File: src/rtl/mul_pkg.sv
// Shared definitions for the sequential shift-and-add multiplier and its
// neighbours: FSM encoding and iteration/counter sizing.
package mul_pkg;

  typedef enum logic [1:0] {
    ST_IDLE = 2'd0,
    ST_EXEC = 2'd1,
    ST_DONE = 2'd2
  } mul_state_e;

  localparam int MUL_ITER = 32;
  localparam int CNT_W    = 5;

endpackage : mul_pkg

File: src/rtl/cla32.sv
// 32-bit carry look-ahead adder: 4-bit lookahead groups chained through
// group generate/propagate terms.
module cla32 (
  input  logic [31:0] a,
  input  logic [31:0] b,
  input  logic        ci,
  output logic [31:0] s,
  output logic        co
);

  logic [31:0] g;
  logic [31:0] p;
  logic [31:0] c;
  logic [7:0]  grp_g;
  logic [7:0]  grp_p;
  logic [8:0]  grp_c;

  assign g = a & b;
  assign p = a ^ b;

  always_comb begin
    // NOTE: every variable gets a default before the loop so no latch is inferred.
    grp_c    = '0;
    grp_g    = '0;
    grp_p    = '0;
    c        = '0;
    grp_c[0] = ci;
    for (int k = 0; k < 8; k++) begin
      grp_g[k] = g[4*k+3]
               | (p[4*k+3] & g[4*k+2])
               | (p[4*k+3] & p[4*k+2] & g[4*k+1])
               | (p[4*k+3] & p[4*k+2] & p[4*k+1] & g[4*k]);
      grp_p[k]   = &p[4*k +: 4];
      grp_c[k+1] = grp_g[k] | (grp_p[k] & grp_c[k]);

      c[4*k]   = grp_c[k];
      c[4*k+1] = g[4*k] | (p[4*k] & grp_c[k]);
      c[4*k+2] = g[4*k+1]
               | (p[4*k+1] & g[4*k])
               | (p[4*k+1] & p[4*k] & grp_c[k]);
      c[4*k+3] = g[4*k+2]
               | (p[4*k+2] & g[4*k+1])
               | (p[4*k+2] & p[4*k+1] & g[4*k])
               | (p[4*k+2] & p[4*k+1] & p[4*k] & grp_c[k]);
    end
  end

  assign s  = p ^ c;
  assign co = grp_c[8];

endmodule : cla32

File: src/rtl/mul32_seq.sv
// Radix-2 shift-and-add 32x32 unsigned multiplier, one partial-product add
// per clock through cla32, with a start/done handshake.
module mul32_seq
  import mul_pkg::*;
(
  input  logic        clk,
  input  logic        reset,
  input  logic        op_start,
  input  logic [31:0] multiplicand,
  input  logic [31:0] multiplier,
  output logic [63:0] result,
  output logic        op_done,
  output logic        busy
);

  mul_state_e       state_q,   state_d;
  logic [31:0]      a_q,       a_d;
  logic [64:0]      p_q,       p_d;
  logic [CNT_W-1:0] count_q,   count_d;
  logic [63:0]      result_q,  result_d;
  logic             op_done_q, op_done_d;
  logic             busy_q,    busy_d;

  logic [31:0]      sum;
  logic             carry;

  cla32 u_add (
    .a  (p_q[63:32]),
    .b  (a_q),
    .ci (1'b0),
    .s  (sum),
    .co (carry)
  );

  always_comb begin
    state_d   = state_q;
    a_d       = a_q;
    p_d       = p_q;
    count_d   = count_q;
    result_d  = result_q;
    op_done_d = 1'b0;
    busy_d    = busy_q;

    unique case (state_q)
      ST_IDLE, ST_DONE: begin
        if (op_start) begin
          state_d = ST_EXEC;
          a_d     = multiplicand;
          p_d     = {33'b0, multiplier};
          count_d = '0;
          busy_d  = 1'b1;
        end else begin
          state_d = ST_IDLE;
          busy_d  = 1'b0;
        end
      end
      ST_EXEC: begin
        // Adder carry lands in bit 63 so the 64-bit product never overflows.
        if (p_q[0]) p_d = {1'b0, carry, sum, p_q[31:1]};
        else        p_d = p_q >> 1;
        count_d = count_q + 1'b1;
        busy_d  = 1'b1;
        if (count_q == CNT_W'(MUL_ITER - 1)) begin
          state_d   = ST_DONE;
          result_d  = p_d[63:0];
          op_done_d = 1'b1;
          busy_d    = 1'b0;
        end
      end
      default: begin
        state_d = ST_IDLE;
        busy_d  = 1'b0;
      end
    endcase
  end

  always_ff @(posedge clk) begin
    // NOTE: state registers use non-blocking assignment so every flop samples pre-edge values.
    if (reset) begin
      state_q   <= ST_IDLE;
      a_q       <= '0;
      p_q       <= '0;
      count_q   <= '0;
      result_q  <= '0;
      op_done_q <= 1'b0;
      busy_q    <= 1'b0;
    end else begin
      state_q   <= state_d;
      a_q       <= a_d;
      p_q       <= p_d;
      count_q   <= count_d;
      result_q  <= result_d;
      op_done_q <= op_done_d;
      busy_q    <= busy_d;
    end
  end

  assign result  = result_q;
  assign op_done = op_done_q;
  assign busy    = busy_q;

endmodule : mul32_seq

File: config.mk
export PLATFORM = sky130hd
export DESIGN_NAME = mul32_seq
export DESIGN_NICKNAME = d
export VERILOG_FILES = /design/src/rtl/mul_pkg.sv /design/src/rtl/cla32.sv /design/src/rtl/mul32_seq.sv
export SDC_FILE = /design/constraint.sdc
export NUM_CORES = 1
export LEC_CHECK = 0
export CORE_MARGIN = 2
export CORE_UTILIZATION = 57
export CTS_CLUSTER_DIAMETER = 100
export DETAILED_ROUTE_END_ITERATION = 7
export PLACE_DENSITY = 0.84
export SLEW_MARGIN = 15
export SYNTH_ARGS = -nofsm -noshare
export SYNTH_HDL_FRONTEND = slang
export SYNTH_SLANG_ARGS = --single-unit
File: constraint.sdc
create_clock -name clk -period 4.2 [get_ports clk]
set_input_delay 0.84 -clock clk [delete_from_list [all_inputs] [get_ports clk]]
set_output_delay 0.84 -clock clk [all_outputs]
set_load 0.01 [all_outputs]
==> results_dict.tcl, run 1 <==
set metrics [dict create \
    diodes 0 \
    place_congestion 0.878 \
    drv_cap 0 \
    cp_slowest_cell "fa_1" \
    power_density_nw_per_um2 356 \
    tns_ns 0 \
    synth_cells 966 \
    row_count 42 \
    htreeDepth 4 \
    wl_met1_um 8560 \
    peakVddDrop_mv 0.343 \
    grt_antenna_before_repair 0 \
    dp.cells 1216 \
    crit_type "reg -> reg" \
    cts.path.max_buffers 2 \
    synth_top_cells_by_count "nand2_1, dfxtp_1, a21oi_1" \
    placed_area_um2 9190 \
    clockRootBuffer "clkbuf_16" \
    grt_max_degree 83 \
    rsz0062_at_grt "false" \
    seq_area_frac_synth_pct 43.3 \
    crit_arrival_ns 3.51 \
    grtUsageTotal_pct 26.7 \
    insertion_delay_ns 0.42 \
    grt_pass1_vias 6819 \
    drive_gt1_share_pct 5.89 \
    dp_hpwl_um 12300 \
    finalMaxSlewViolations 0 \
    io_pins 133 \
    numCtsBuffers 17 \
    cts_tree "done" \
    path_clk_slew_ns 0.06 \
    area.growth.synth_to_final_pct 24.4 \
    grt_remaining_overflow 0 \
    cts_setup_buffers 0 \
    wl_met2_um 9090 \
    relSlewSlack_pct 23.0 \
    viasPerCell 5.73 \
    path_cells "ha_1 > a21oi_1 > o21ai_1 > a2111oi_2 > a21o_1 > nor3_1 > or2_2 > fa_1 > xnor2_1 > nand2_1 > o21ai_0 > nor2_1 > a21oi_1 > nor2_1" \
    power.static_leakage_nw 3.53 \
    fin_area_um2 9720 \
    period_share_pct 77.2 \
    rr_startpoint "a_q[11]" \
    min_period_ns 3.24 \
    crit_path_max_incr_delay_ns 0.38 \
    startpoint_type "flop" \
    first_pass_iters 5 \
    cts.sinks 169 \
    status "finished clean" \
    fin_nets 1168 \
    syn-cell-area_um2 7810 \
    ys_seq_elements 169 \
    path_max_fanout 8 \
    port_buffers 132 \
    endpoint_kind "flop" \
    drt-total-wl_um 18900 \
    synth_top_area_share_pct 43.3 \
    avgRoutedWirePerCell_um 15.2 \
    vias 7137 \
    hold_path_class "reg -> reg" \
    max_freq_ghz 0.309 \
    post_cts_resized 0 \
    die_h_um 121 \
    drc 0 \
    highest_layer "met4" \
    core_um2 13300 \
    required_ns 4.47 \
    fin_cells 1246 \
    grt_pass1_wl_um 31700 \
    die_area_um2 14700 \
    yosysMostFrequentCell "nand2_1" \
    yosysTopAreaCell "dfxtp_1" \
    synth-main-ff-cell "dfxtp_1" \
    finalSetupViolCount 0 \
    synth.distinct_cells 52 \
    hold_path.startpoint "result[27]" \
    synth_area_leaders "dfxtp_1, nand2_1, a21oi_1" \
    syn_area_per_cell_um2 8.09 \
    postCtsHoldBufs 0 \
    final_antenna_net_count 0 \
    die_x_um 121 \
    hold_viol_final 0 \
    start_util_pct 58.8 \
    clock_skew_ns 0.00814 \
    drtIter0Drc 648 \
    cp-startpoint "a_q[11]" \
    synth-edff-count 0 \
    async_flop_share_pct 0 \
    syn_nets 1075 \
    tightest_slew_ns 1.15 \
    dr_wl_met3_um 934 \
    ys_warn_count 0 \
]
-- state kept, by name (all words and copies together), names as in the netlist --
name and flops:
result 64, state_q 2, p_q 64, busy 1, count_q 5, op_done 1, a_q 32
-- worst max-delay path: cells and delay by family (launching register included) --
| kind | cells | cell delay, ns |
|---|---|---|
| compound gates | 6 | 1.34 |
| fa+ha+maj | 2 | 0.73 |
| simple gates | 5 | 0.55 |
| flops | 1 | 0.31 |
| xor+xnor | 1 | 0.16 |
-- placed cells by master (no fill, tap or decap), types with 10 or more instances in the layout --
cell type	instances
nand2_1	216
dfxtp_1	168
a21oi_1	155
clkdlybuf4s50_1	131
nor2_1	68
a22oi_1	51
ha_1	34
inv_1	25
clkbuf_16	17
nand3_1	12
a311oi_1	11
a21o_1	10
xnor2_1	10
mux2_2	10
-- cell families after synthesis --
kind of cell / after synthesis / share of synthesized area, %
flops: 169 / 43.3
buf+inv: 91 / 4.39
compound gates: 288 / 22.7
simple gates: 350 / 18.9
xor+xnor: 12 / 1.35
fa+ha+maj: 42 / 7.50
mux: 14 / 1.95
-- power by group --
group | switching, mW | total, mW | internal (mW) | leakage [nW]
Clock | 0.612 | 1.40 | 0.791 | 0.257
Combinational | 0.198 | 0.349 | 0.151 | 1.90
Sequential | 0.0485 | 1.70 | 1.65 | 1.37
-- final timing paths --
path	to	slack, ns	cells after the start
setup / recovery	p_q[60]	0.96	14
hold / removal	result[27]	0.45	2
setup reg to reg	p_q[60]	0.96	14
hold reg to reg	result[27]	0.45	2
-- layer usage --
layer	vias up	track usage, %
met5	-	0
met4	0	8.36
met3	30	5.64
met2	187	44.5
li1	3530	-
met1	3390	34.5
-- through the flow --
| stage | util, % | hold WS (ns) | total power [mW] | setup WS (ns) |
|---|---|---|---|---|
| 2_1_floorplan | - | 0.441 | 1.95 | 1.37 |
| 4_1_cts | 73.1 | 0.455 | 3.47 | 0.957 |
| 3_5_place_dp | 69.1 | 0.446 | 2.08 | 0.977 |
| 5_1_grt | 73.1 | 0.473 | 3.58 | 0.661 |
| 6_report | 73.1 | 0.454 | 3.45 | 0.959 |
| 3_3_place_gp | 69.1 | 0.441 | 2.07 | 1.07 |
-- area by class of cell --
class	count	area, um^2
Inverter	25	93.8
Fill cell	1057	3580
Multi-Input combinational cell	706	4120
Clock inverter	8	48.8
Timing Repair Buffer	140	1380
Clock buffer	22	474
Tap cell	176	220
Sequential cell	169	3380
(Power assumes the default switching activity.)
==> inputs of run 2 (changes only) <==
--- a/config.mk
+++ b/config.mk
@@ -6,10 +6,10 @@
 export NUM_CORES = 1
 export LEC_CHECK = 0
 export CORE_MARGIN = 2
-export CORE_UTILIZATION = 57
+export CORE_UTILIZATION = 48
 export CTS_CLUSTER_DIAMETER = 100
 export DETAILED_ROUTE_END_ITERATION = 7
-export PLACE_DENSITY = 0.84
+export PLACE_DENSITY = 0.75
 export SLEW_MARGIN = 15
 export SYNTH_ARGS = -nofsm -noshare
 export SYNTH_HDL_FRONTEND = slang
==> constraint.sdc (replaced) <==
create_clock -name clk -period 2.95 [get_ports clk]
set_input_delay 0.59 -clock clk [delete_from_list [all_inputs] [get_ports clk]]
set_output_delay 0.59 -clock clk [all_outputs]
set_load 0.01 [all_outputs]
==> run 2 against run 1 <==
  * First-iteration DRC count decreased by 25%
  * Clock skew increased by 0.0015 ns
  * Wire length rose by 5.4%
  * Clock-buffer cell count unchanged
  * Global-route usage is 3.7 points lower
  * Power up 50%
  * Highest routed layer unchanged
==> results_dict.tcl, run 2 (synthesized netlist as in run 1, its figures left out) <==
set metrics [dict create \
    crit_type "reg -> reg" \
    power.static_leakage_nw 3.71 \
    postCtsHoldBufs 0 \
    die_x_um 132 \
    grt_pass1_vias 6768 \
    io_pins 133 \
    vias 7258 \
    htreeDepth 4 \
    viasPerCell 5.50 \
    drtIter0Drc 483 \
    final_common_cell "nand2_1" \
    power_density_nw_per_um2 506 \
    numCtsBuffers 17 \
    rrSetupSlack_ns 0.13 \
    drive_gt1_share_pct 11.1 \
    hold_path_depth 2 \
    cp.buffers_inverters 0 \
    hold_path_class "reg -> reg" \
    grt_pass1_wl_um 32900 \
    cp_slowest_cell "fa_2" \
    start_util_pct 49.2 \
    cts_tree "done" \
    finalSetupViolCount 0 \
    grt_remaining_overflow 0 \
    p_total_mw 5.19 \
    cts.sinks 169 \
    clockRootBuffer "clkbuf_16" \
    status "finished clean" \
    place_congestion 0.869 \
    n_fill_cell 1357 \
    port_buffers 132 \
    die_h_um 132 \
    max_freq_ghz 0.355 \
    core_um2 15900 \
    path_cells "ha_4 > a21o_1 > a22o_1 > a2111oi_2 > a21o_1 > nor3_1 > or2_4 > fa_2 > xnor2_2 > nand2_1 > o21ai_2 > nor2_1 > a21oi_1 > nor2_1" \
    endpoint_kind "flop" \
    layout_common_cells "nand2_1, dfxtp_1, a21oi_1" \
    fin_nets 1199 \
    avgRoutedWirePerCell_um 15.1 \
    drt-total-wl_um 19900 \
    row_count 46 \
    finalMaxSlewViolations 0 \
    rr_worst_depth 14 \
    area.growth.synth_to_final_pct 31.4 \
    crit_path_max_incr_delay_ns 0.37 \
    dp_hpwl_um 13400 \
    period_share_pct 95.5 \
    wl_met1_um 8960 \
    dr_wl_met3_um 762 \
    startpoint_type "flop" \
    placed_area_um2 9480 \
    rsz0062_at_grt "true" \
    grt_max_degree 67 \
    crit_family "compound AO/OA/AOI/OAI gates" \
    path_clk_slew_ns 0.06 \
    diodes 0 \
    path_max_fanout 5 \
    grtUsageTotal_pct 22.9 \
    required_ns 3.27 \
    grt_antenna_before_repair 0 \
    min_period_ns 2.82 \
    first_pass_iters 8 \
    final_antenna_net_count 0 \
    tightest_slew_ns 1.07 \
    path_depth 14 \
    crit_arrival_ns 3.13 \
    highest_layer "met4" \
    cts.path.max_buffers 2 \
    relSlewSlack_pct 28.4 \
    insertion_delay_ns 0.43 \
    peakVddDrop_mv 0.391 \
    die_area_um2 17300 \
    drc 0 \
    wl_met2_um 9860 \
    clock_skew_ns 0.00965 \
    drv_cap 0 \
    hold_viol_final 0 \
    fin_area_um2 10300 \
]
==> run 2: layout make-up <==
cell class	instances	area, um^2	area share [%]
sequential	169	3390	33.0
tap	216	270	2.63
inverter	25	93.8	0.914
multi-input combinational	706	4270	41.6
clock buffer	22	474	4.62
timing repair buffer	171	1650	16.1
clock inverter	10	119	1.16
==> run 2: final timing paths <==
check | from | end
min | result[32] | result[32]
max | p_q[51] | p_q[60]
min reg2reg | result[32] | result[32]
max reg2reg | p_q[51] | p_q[60]
==> run 2: worst register-to-register path: stages (launching register included) <==
cell	delay (ns)
dfxtp_2	0.33
ha_4	0.25
a21o_1	0.16
a22o_1	0.26
a2111oi_2	0.29
a21o_1	0.18
nor3_1	0.05
or2_4	0.24
fa_2	0.37
xnor2_2	0.13
nand2_1	0.08
o21ai_2	0.11
nor2_1	0.06
a21oi_1	0.15
nor2_1	0.05
==> run 2: report_power, final <==
| part | switching, mW | total [mW] | leakage [nW] | internal, mW |
|---|---|---|---|---|
| Combinational | 0.297 | 0.547 | 2.05 | 0.251 |
| Sequential | 0.0718 | 2.43 | 1.38 | 2.35 |
| Clock | 0.904 | 2.22 | 0.282 | 1.31 |
==> run 2: timing repair <==
item                       in CTS  in global routing
setup endpoints to repair       2                 12
setup buffers                   0                  5
pin swaps                       1                  9
gates resized for setup         1                 27
==> run 2: routing by layer <==
layer / vias to the layer above / GRT usage [%]
met5: - / 0
met4: 0 / 7.73
met3: 28 / 4.17
met1: 3469 / 29.3
met2: 165 / 39.0
li1: 3596 / -
==> run 2: through the flow <==
step	cells	hold slack, ns	setup TNS (ns)	utilization [%]	worst slack (ns)
2_1_floorplan	966	0.441	0	-	0.117
3_3_place_gp	1282	0.444	0	59.6	0.0508
3_5_place_dp	1282	0.449	0	59.6	0.0169
4_1_cts	1314	0.457	0	63.5	0.00659
5_1_grt	1319	0.474	-0.0681	64.6	-0.0444
6_report	1319	0.453	0	64.6	0.132
